`src/rtl/gray_seq_ctrl.sv`:
```
// Walks a binary count start->end (up/down, single/loop) and streams registered Gray words.
// First word one cycle after start; word and count hold while ready is low.
module gray_seq_ctrl #(
  parameter int WIDTH = 4
) (
  input  logic             clk,
  input  logic             rst,
  input  logic             start,
  input  logic [WIDTH-1:0] start_val,
  input  logic [WIDTH-1:0] end_val,
  input  logic             dir,
  input  logic             wrap,
  input  logic             abort,
  input  logic             ready,
  output logic [WIDTH-1:0] gray_out,
  output logic [WIDTH-1:0] bin_out,
  output logic             valid,
  output logic             busy,
  output logic             done
);

  typedef struct packed {
    logic [WIDTH-1:0] start_val;
    logic [WIDTH-1:0] end_val;
    logic             dir;
    logic             wrap;
  } cfg_t;

  // One-hot so that valid/busy/done decode straight from state flops.
  typedef enum logic [2:0] {
    IDLE = 3'b001,
    EMIT = 3'b010,
    DONE = 3'b100
  } state_t;

  state_t           state;
  state_t           state_nxt;
  cfg_t             cfg;
  logic [WIDTH-1:0] bin;
  logic [WIDTH-1:0] bin_nxt;
  logic [WIDTH-1:0] gray;
  logic             load;
  logic             xfer;
  logic             last;

  assign load = (state == IDLE) && start;
  assign xfer = (state == EMIT) && ready;
  assign last = (bin == cfg.end_val);

  always_ff @(posedge clk) begin
    if (rst) begin
      state <= IDLE;
    end else begin
      state <= state_nxt;
    end
  end

  always_comb begin
    state_nxt = state;
    unique case (state)
      IDLE: begin
        if (start) begin
          state_nxt = EMIT;
        end
      end
      EMIT: begin
        if (abort) begin
          state_nxt = IDLE;
        end else if (xfer && last && !cfg.wrap) begin
          state_nxt = DONE;
        end
      end
      DONE:    state_nxt = IDLE;
      default: state_nxt = IDLE;
    endcase
  end

  always_comb begin
    valid = (state == EMIT);
    busy  = (state != IDLE);
    done  = (state == DONE);
  end

  // An aborted handshake still consumes the word, but the count is left alone.
  always_comb begin
    bin_nxt = bin;
    if (load) begin
      bin_nxt = start_val;
    end else if (xfer && !abort) begin
      if (last) begin
        bin_nxt = cfg.wrap ? cfg.start_val : bin;
      end else begin
        bin_nxt = cfg.dir ? (bin - 1'b1) : (bin + 1'b1);
      end
    end
  end

  always_ff @(posedge clk) begin
    if (rst) begin
      bin  <= '0;
      gray <= '0;
      cfg  <= '0;
    end else begin
      bin  <= bin_nxt;
      gray <= bin_nxt ^ (bin_nxt >> 1);
      if (load) begin
        cfg <= '{start_val, end_val, dir, wrap};
      end
    end
  end

  assign bin_out  = bin;
  assign gray_out = gray;

endmodule

```
`config.mk`:
```
export PLATFORM = sky130hd
export DESIGN_NAME = gray_seq_ctrl
export DESIGN_NICKNAME = d
export VERILOG_FILES = /design/src/rtl/gray_seq_ctrl.sv
export SDC_FILE = /design/constraint.sdc
export NUM_CORES = 1
export LEC_CHECK = 0
export ABC_AREA = 0
export BUFFER_PORTS_ARGS = -buffer_cell sky130_fd_sc_hd__clkbuf_2
export CAP_MARGIN = 20
export CORE_MARGIN = 2
export CORE_UTILIZATION = 49
export CTS_BUF_LIST = sky130_fd_sc_hd__clkbuf_8
export CTS_CLUSTER_SIZE = 14
export DETAILED_ROUTE_END_ITERATION = 8
export GPL_ROUTABILITY_DRIVEN = 0
export PLACE_DENSITY_LB_ADDON = 0.08
export SYNTH_ARGS = -nofsm -noshare
export SYNTH_HDL_FRONTEND = slang
export SYNTH_SLANG_ARGS = --single-unit
```
`constraint.sdc`:
```
create_clock -name clk -period 2 [get_ports clk]
set_clock_uncertainty 0.15 [all_clocks]
set_input_delay 0 -clock clk [delete_from_list [all_inputs] [get_ports clk]]
set_output_delay 0 -clock clk [all_outputs]
set_load 0.01 [all_outputs]
```
Yosys cells after proc, flatten, opt, wreduce, memory -nomap -nowiden
Index checks and enable logic that the tools add are counted.

Reduce and logical (&&, ||, !) cells: 8. Equality and inequality tests: 7. $add $sub $neg: 2. Bitwise gates (word level): 1. Multiplexer cells: 9.

Operators with widths (count): $mux 4 (5); $mux 3 (3); $pmux 3 s2 (1); $logic_and 1x1->1 (5); $add 4x1->4 const B (1); $eq 4x4->1 (1); $sub 4x1->4 const B (1); $xor 4x3->4 (1); $eq 3x1->1 const B (1); $eq 3x2->1 const B (1); $eq 3x3->1 const B (1); $ne 3x1->1 const B (1); $ne 3x2->1 const B (1); $logic_not 1->1 (2); $ne 2x2->1 const B (1); $reduce_and 2->1 (1).

Logic and storage cells: 34. Register bits after elaboration: 21. Output and inout port bits: 11. Bits of input ports: 15.

Depth between registers and ports, before layout
Depth in word-level cells: 7. Gate-level depth with buffers: 7. Depth with buffers taken out: 7.

Least setup slack after synthesis
OpenSTA, ideal clock, no wires.

Path kind: reg2reg. Start point: register bin[3], in the netlist bin_out[3]. End point: register gray[0], in the netlist gray_out[0]. Setup slack: 0.031 ns. Buffers on the path: 0. Arrival time: 1.695 ns. Setup time: 0.124 ns. Clock period less this slack: 1.969 ns. Stages on the path, launching flop included: 7. Data required time: 1.726 ns. Path through: dfxtp_1 > xor2_1 > nor4_4 > mux2i_1 > o31a_1 > xor2_1 > nor2_1.

Word-level cells in the longest chain between the ends: 5.

RTL lines: from (decl) (RTL line 39) `logic [WIDTH-1:0] bin;`; from (signal assigned) (RTL line 104) `bin <= bin_nxt;`; $eq 4x4->1 (RTL line 48) `assign last = (bin == cfg.end_val);`; $mux 4 (RTL line 90) `if (last) begin`; $mux 4 (RTL line 89) `end else if (xfer && !abort) begin`; $mux 4 (RTL line 87) `if (load) begin`; $xor 4x3->4 (RTL line 105) `gray <= bin_nxt ^ (bin_nxt >> 1);`; to (signal assigned) (RTL line 105); to (decl) (RTL line 41) `logic [WIDTH-1:0] gray;`.

No other way between the ends. A chain may end at the register's enable or synchronous reset.

Final worst setup path
Start point: register bin[0], in the netlist bin_out[0]. End point: register gray[0], in the netlist gray_out[0].

Word-level cells in the longest chain between the ends: 6. Elaborated cells on any way between the ends: 9. Classes of those cells: 2 x add/sub; 1 x eq/ne; 5 x mux; 1 x bitwise.

RTL lines: $add 4x1->4 / $sub 4x1->4 (equally long branches) (RTL line 93) `bin_nxt = cfg.dir ? (bin - 1'b1) : (bin + 1'b1);`; $mux 4 (RTL line 93); $mux 4 (RTL line 90); $mux 4 * (RTL line 89); $mux 4 * (RTL line 87); $xor 4x3->4 * (RTL line 105).

Every way passes the cells marked *; elsewhere a longest branch is shown, timed or not.

==> impl_metrics.yaml <==
placement:
  placement.setup.worst_slack_ps: 32.64
  io_buffer_count: 25
  hpwl_um: 1818
global_route:
  maximum_number_of_pins_on_one_net_before_global_route_repair: 21
  global_route_wire_length_before_repair_um: 4278
  grt_remaining_overflow: 0
  via_count_of_the_first_global_routing_pass: 977
  globalRouteTotalUtil_pct: 22.42
  antenna_found_initial: 0
yosys:
  area_of_the_mapped_netlist_mm2: 0.001065
  netlist_instances: 120
  syn_nets: 138
  async_reset_ff_share_pct: 0
  yosysWarningCount: 0
  synth-seq-area-share_pct: 37.60
  synthDistinctLibCells: 36
  postSynthRegisterBits: 20
  syn_area_per_cell_um2: 8.873
  synthFlopType: "dfxtp_1"
  edff_count_synth: 0
route:
  drtAntennaViolNets: 0
  total_via_count_in_the_routed_design: 1016
  drt_first_iter_violations: 26
  drt-wirelength-per-cell_um: 13.18
  detailedRoute.firstPassIterationCount: 4
  drc: 0
  drt-total-wl_um: 2623
  post_drt_via_cell_ratio: 5.106
sta:
  rsz0062_at_grt: "yes"
  max_slew.worst_pin.slew_ps: 420.6
  period_needed_ps: 1959
  slew_headroom_pct: 71.75
  fin_ws_ps: 40.70
  final_max_slew_viol_count: 0
  max_clock_freq_mhz: 510.4
  report.final.hold_viol_count: 0
  period_share_pct: 97.97
  tns_ps: 0
  setup_viol: 0
cells_and_area:
  multi_input_area_um2: 643.1
  fill_count: 160
  final_net_count: 191
  register_area_um2: 411.6
  flow.area_growth_from_synthesis_pct: 43.60
  num_antenna_cells: 0
  layout-drive-gt1-share_pct: 37.79
setup_path:
  worstPathCellList: "xor2_2 > nor4_4 > buf_4 > o2111ai_1 > nand4_4 > xor2_1 > nor2_1"
  critical_path.startpoint_type: "flip-flop"
  timing.critical_path.required_ps: 1990
  worstReg2RegStart: "bin_out[0]"
  cp_top_family: "simple AND/OR/NAND/NOR gates"
  ws_path_type: "reg2reg"
  critPathSlowestCell: "nor4_4"
  critical_path_startpoint: "bin_out[0]"
  worstPathMaxFanout: 6
  endpoint_kind: "flip-flop"
  buffers_inverters_on_critical_path: 1
  arrival_time_of_data_at_the_critical_path_endpoint_ps: 1950
  critical-path-max-stage-delay_ps: 460
cts:
  cts_tree: "yes"
  cts_max_path_buffers: 2
  worst_setup_hold_path_clk_slew_ps: 70
  clock_tree.htree_level_count: 1
  clock_tree.root_cell: "clkbuf_8"
  tritoncts.num_buffers: 3
  worst_skew_pair.late_latency_ps: 260
  cts.sinks: 20
floorplan:
  placement_rows: 16
  fp.coreArea_mm2: 0.002002
  dieHeight_um: 50.62
  die_area_mm2: 0.002562
  io_pins: 26
  initial_core_util_pct: 53.19
  die_w_um: 50.62
power:
  p_leak_nw: 0.6824
  powerDensity_mw_per_mm2: 690.4
  vdd_drop_max_mv: 0.5254
hold_path:
  min-delay-start: "abort"
  hold_path_class: "in2reg"
job:
  cap_violations: 0
status:
  run_status: "finished clean"
## layout by cell type (no fill, tap or decap), drive strengths merged
master	Yosys	layout
a211oi	1	1
a21o	1	1
a21oi	13	13
a311oi	1	1
and2	2	2
and4bb	1	1
buf	3	19
clkbuf	3	29
dfxtp	20	20
dlygate4sd3	0	11
fa	1	1
ha	2	2
inv	2	2
mux2	1	1
mux2i	3	3
nand2	25	25
nand3	2	2
nand3b	1	1
nand4	1	1
nand4b	2	2
nand4bb	1	1
nor2	9	9
nor2b	1	1
nor3b	3	3
nor4	1	1
nor4b	1	1
o2111ai	1	1
o21ai	3	3
o21bai	1	1
o31a	2	2
or3	1	1
xnor2	5	5
xor2	5	5
## routing by layer
| metal | up-vias | GRT usage [%] | share of wire, % |
|---|---|---|---|
| li1 | 515 | - | - |
| met1 | 467 | 26.49 | 44 |
| met2 | 29 | 40.35 | 51 |
| met3 | 5 | 2.679 | 3.2 |
| met4 | 0 | 9.910 | 1.7 |
| met5 | - | 0 | 0 |
## layout make-up
cell class,instances,area share (%)
Clock buffer,4,3.601
Inverter,2,0.4910
Multi-Input combinational cell,91,42.06
Sequential cell,20,26.92
Tap cell,27,2.209
Timing Repair Buffer,55,24.71
## synth_stat cells (2+ instances only)
cell type   n  area (µm²)
nand2_1    25       93.84
dfxtp_1    20       400.4
a21oi_1    12       60.06
nor2_1      9       33.78
xnor2_1     5       43.79
xor2_1      5       43.79
clkbuf_1    3       11.26
mux2i_1     3       30.03
nor3b_1     3       22.52
o21ai_0     3       15.01
and2_1      2       12.51
buf_4       2       15.01
ha_1        2       25.02
inv_1       2       7.510
nand3_1     2       10.01
nand4b_1    2       17.52
## registers in the layout (all words and copies together), names as in the netlist
name and cells:
bin_out 4, cfg 10, gray_out 3, state 3
## power breakdown
part	internal [mW]	switching (mW)
combinational	0.152	0.138
sequential	0.428	0.0246
clock	0.175	0.137
total	0.756	0.300
## worst register-to-register path: stages (launching register included)
cell       delay [ps]
dfxtp_4           370
xor2_2            160
nor4_4            460
buf_4             190
o2111ai_1         140
nand4_4           170
xor2_1            150
nor2_1             50
## repair_timing
item,CTS,global route
resized for setup,0,14
endpoints found under the hold margin,12,0
endpoints found under the setup margin,0,3
setup buffers,0,6
hold buffers,11,0
## path summary, 6_finish.rpt
kind,slack (ps),to,depth (start not counted)
setup / recovery,40,gray_out[0],7
hold / removal,30,state[0],4
setup reg to reg,40,gray_out[0],7
hold reg to reg,320,cfg[9],2
## metrics by stage
stage	instance area [µm²]	instances	total power, mW	utilization [%]	hold WS [ps]
floorplan	1065	120	0.6148	-	-14.04
global placement	1281	178	0.6968	64.00	73.30
detailed placement	1281	178	0.7035	64.00	77.53
CTS	1446	193	1.025	72.25	39.24
global route	1529	199	1.111	76.38	39.18
finish	1529	199	1.056	76.38	27.07
## kinds of logic after synthesis
kind of cell	after synthesis	share of synthesized area (%)
fa+ha+maj	3	4.230
flops	20	37.60
simple gates	51	28.20
buf+inv	9	4.465
compound gates	23	13.40
xor+xnor	10	8.225
mux	4	3.878
No activity file was read; power rests on OpenSTA's default activity.
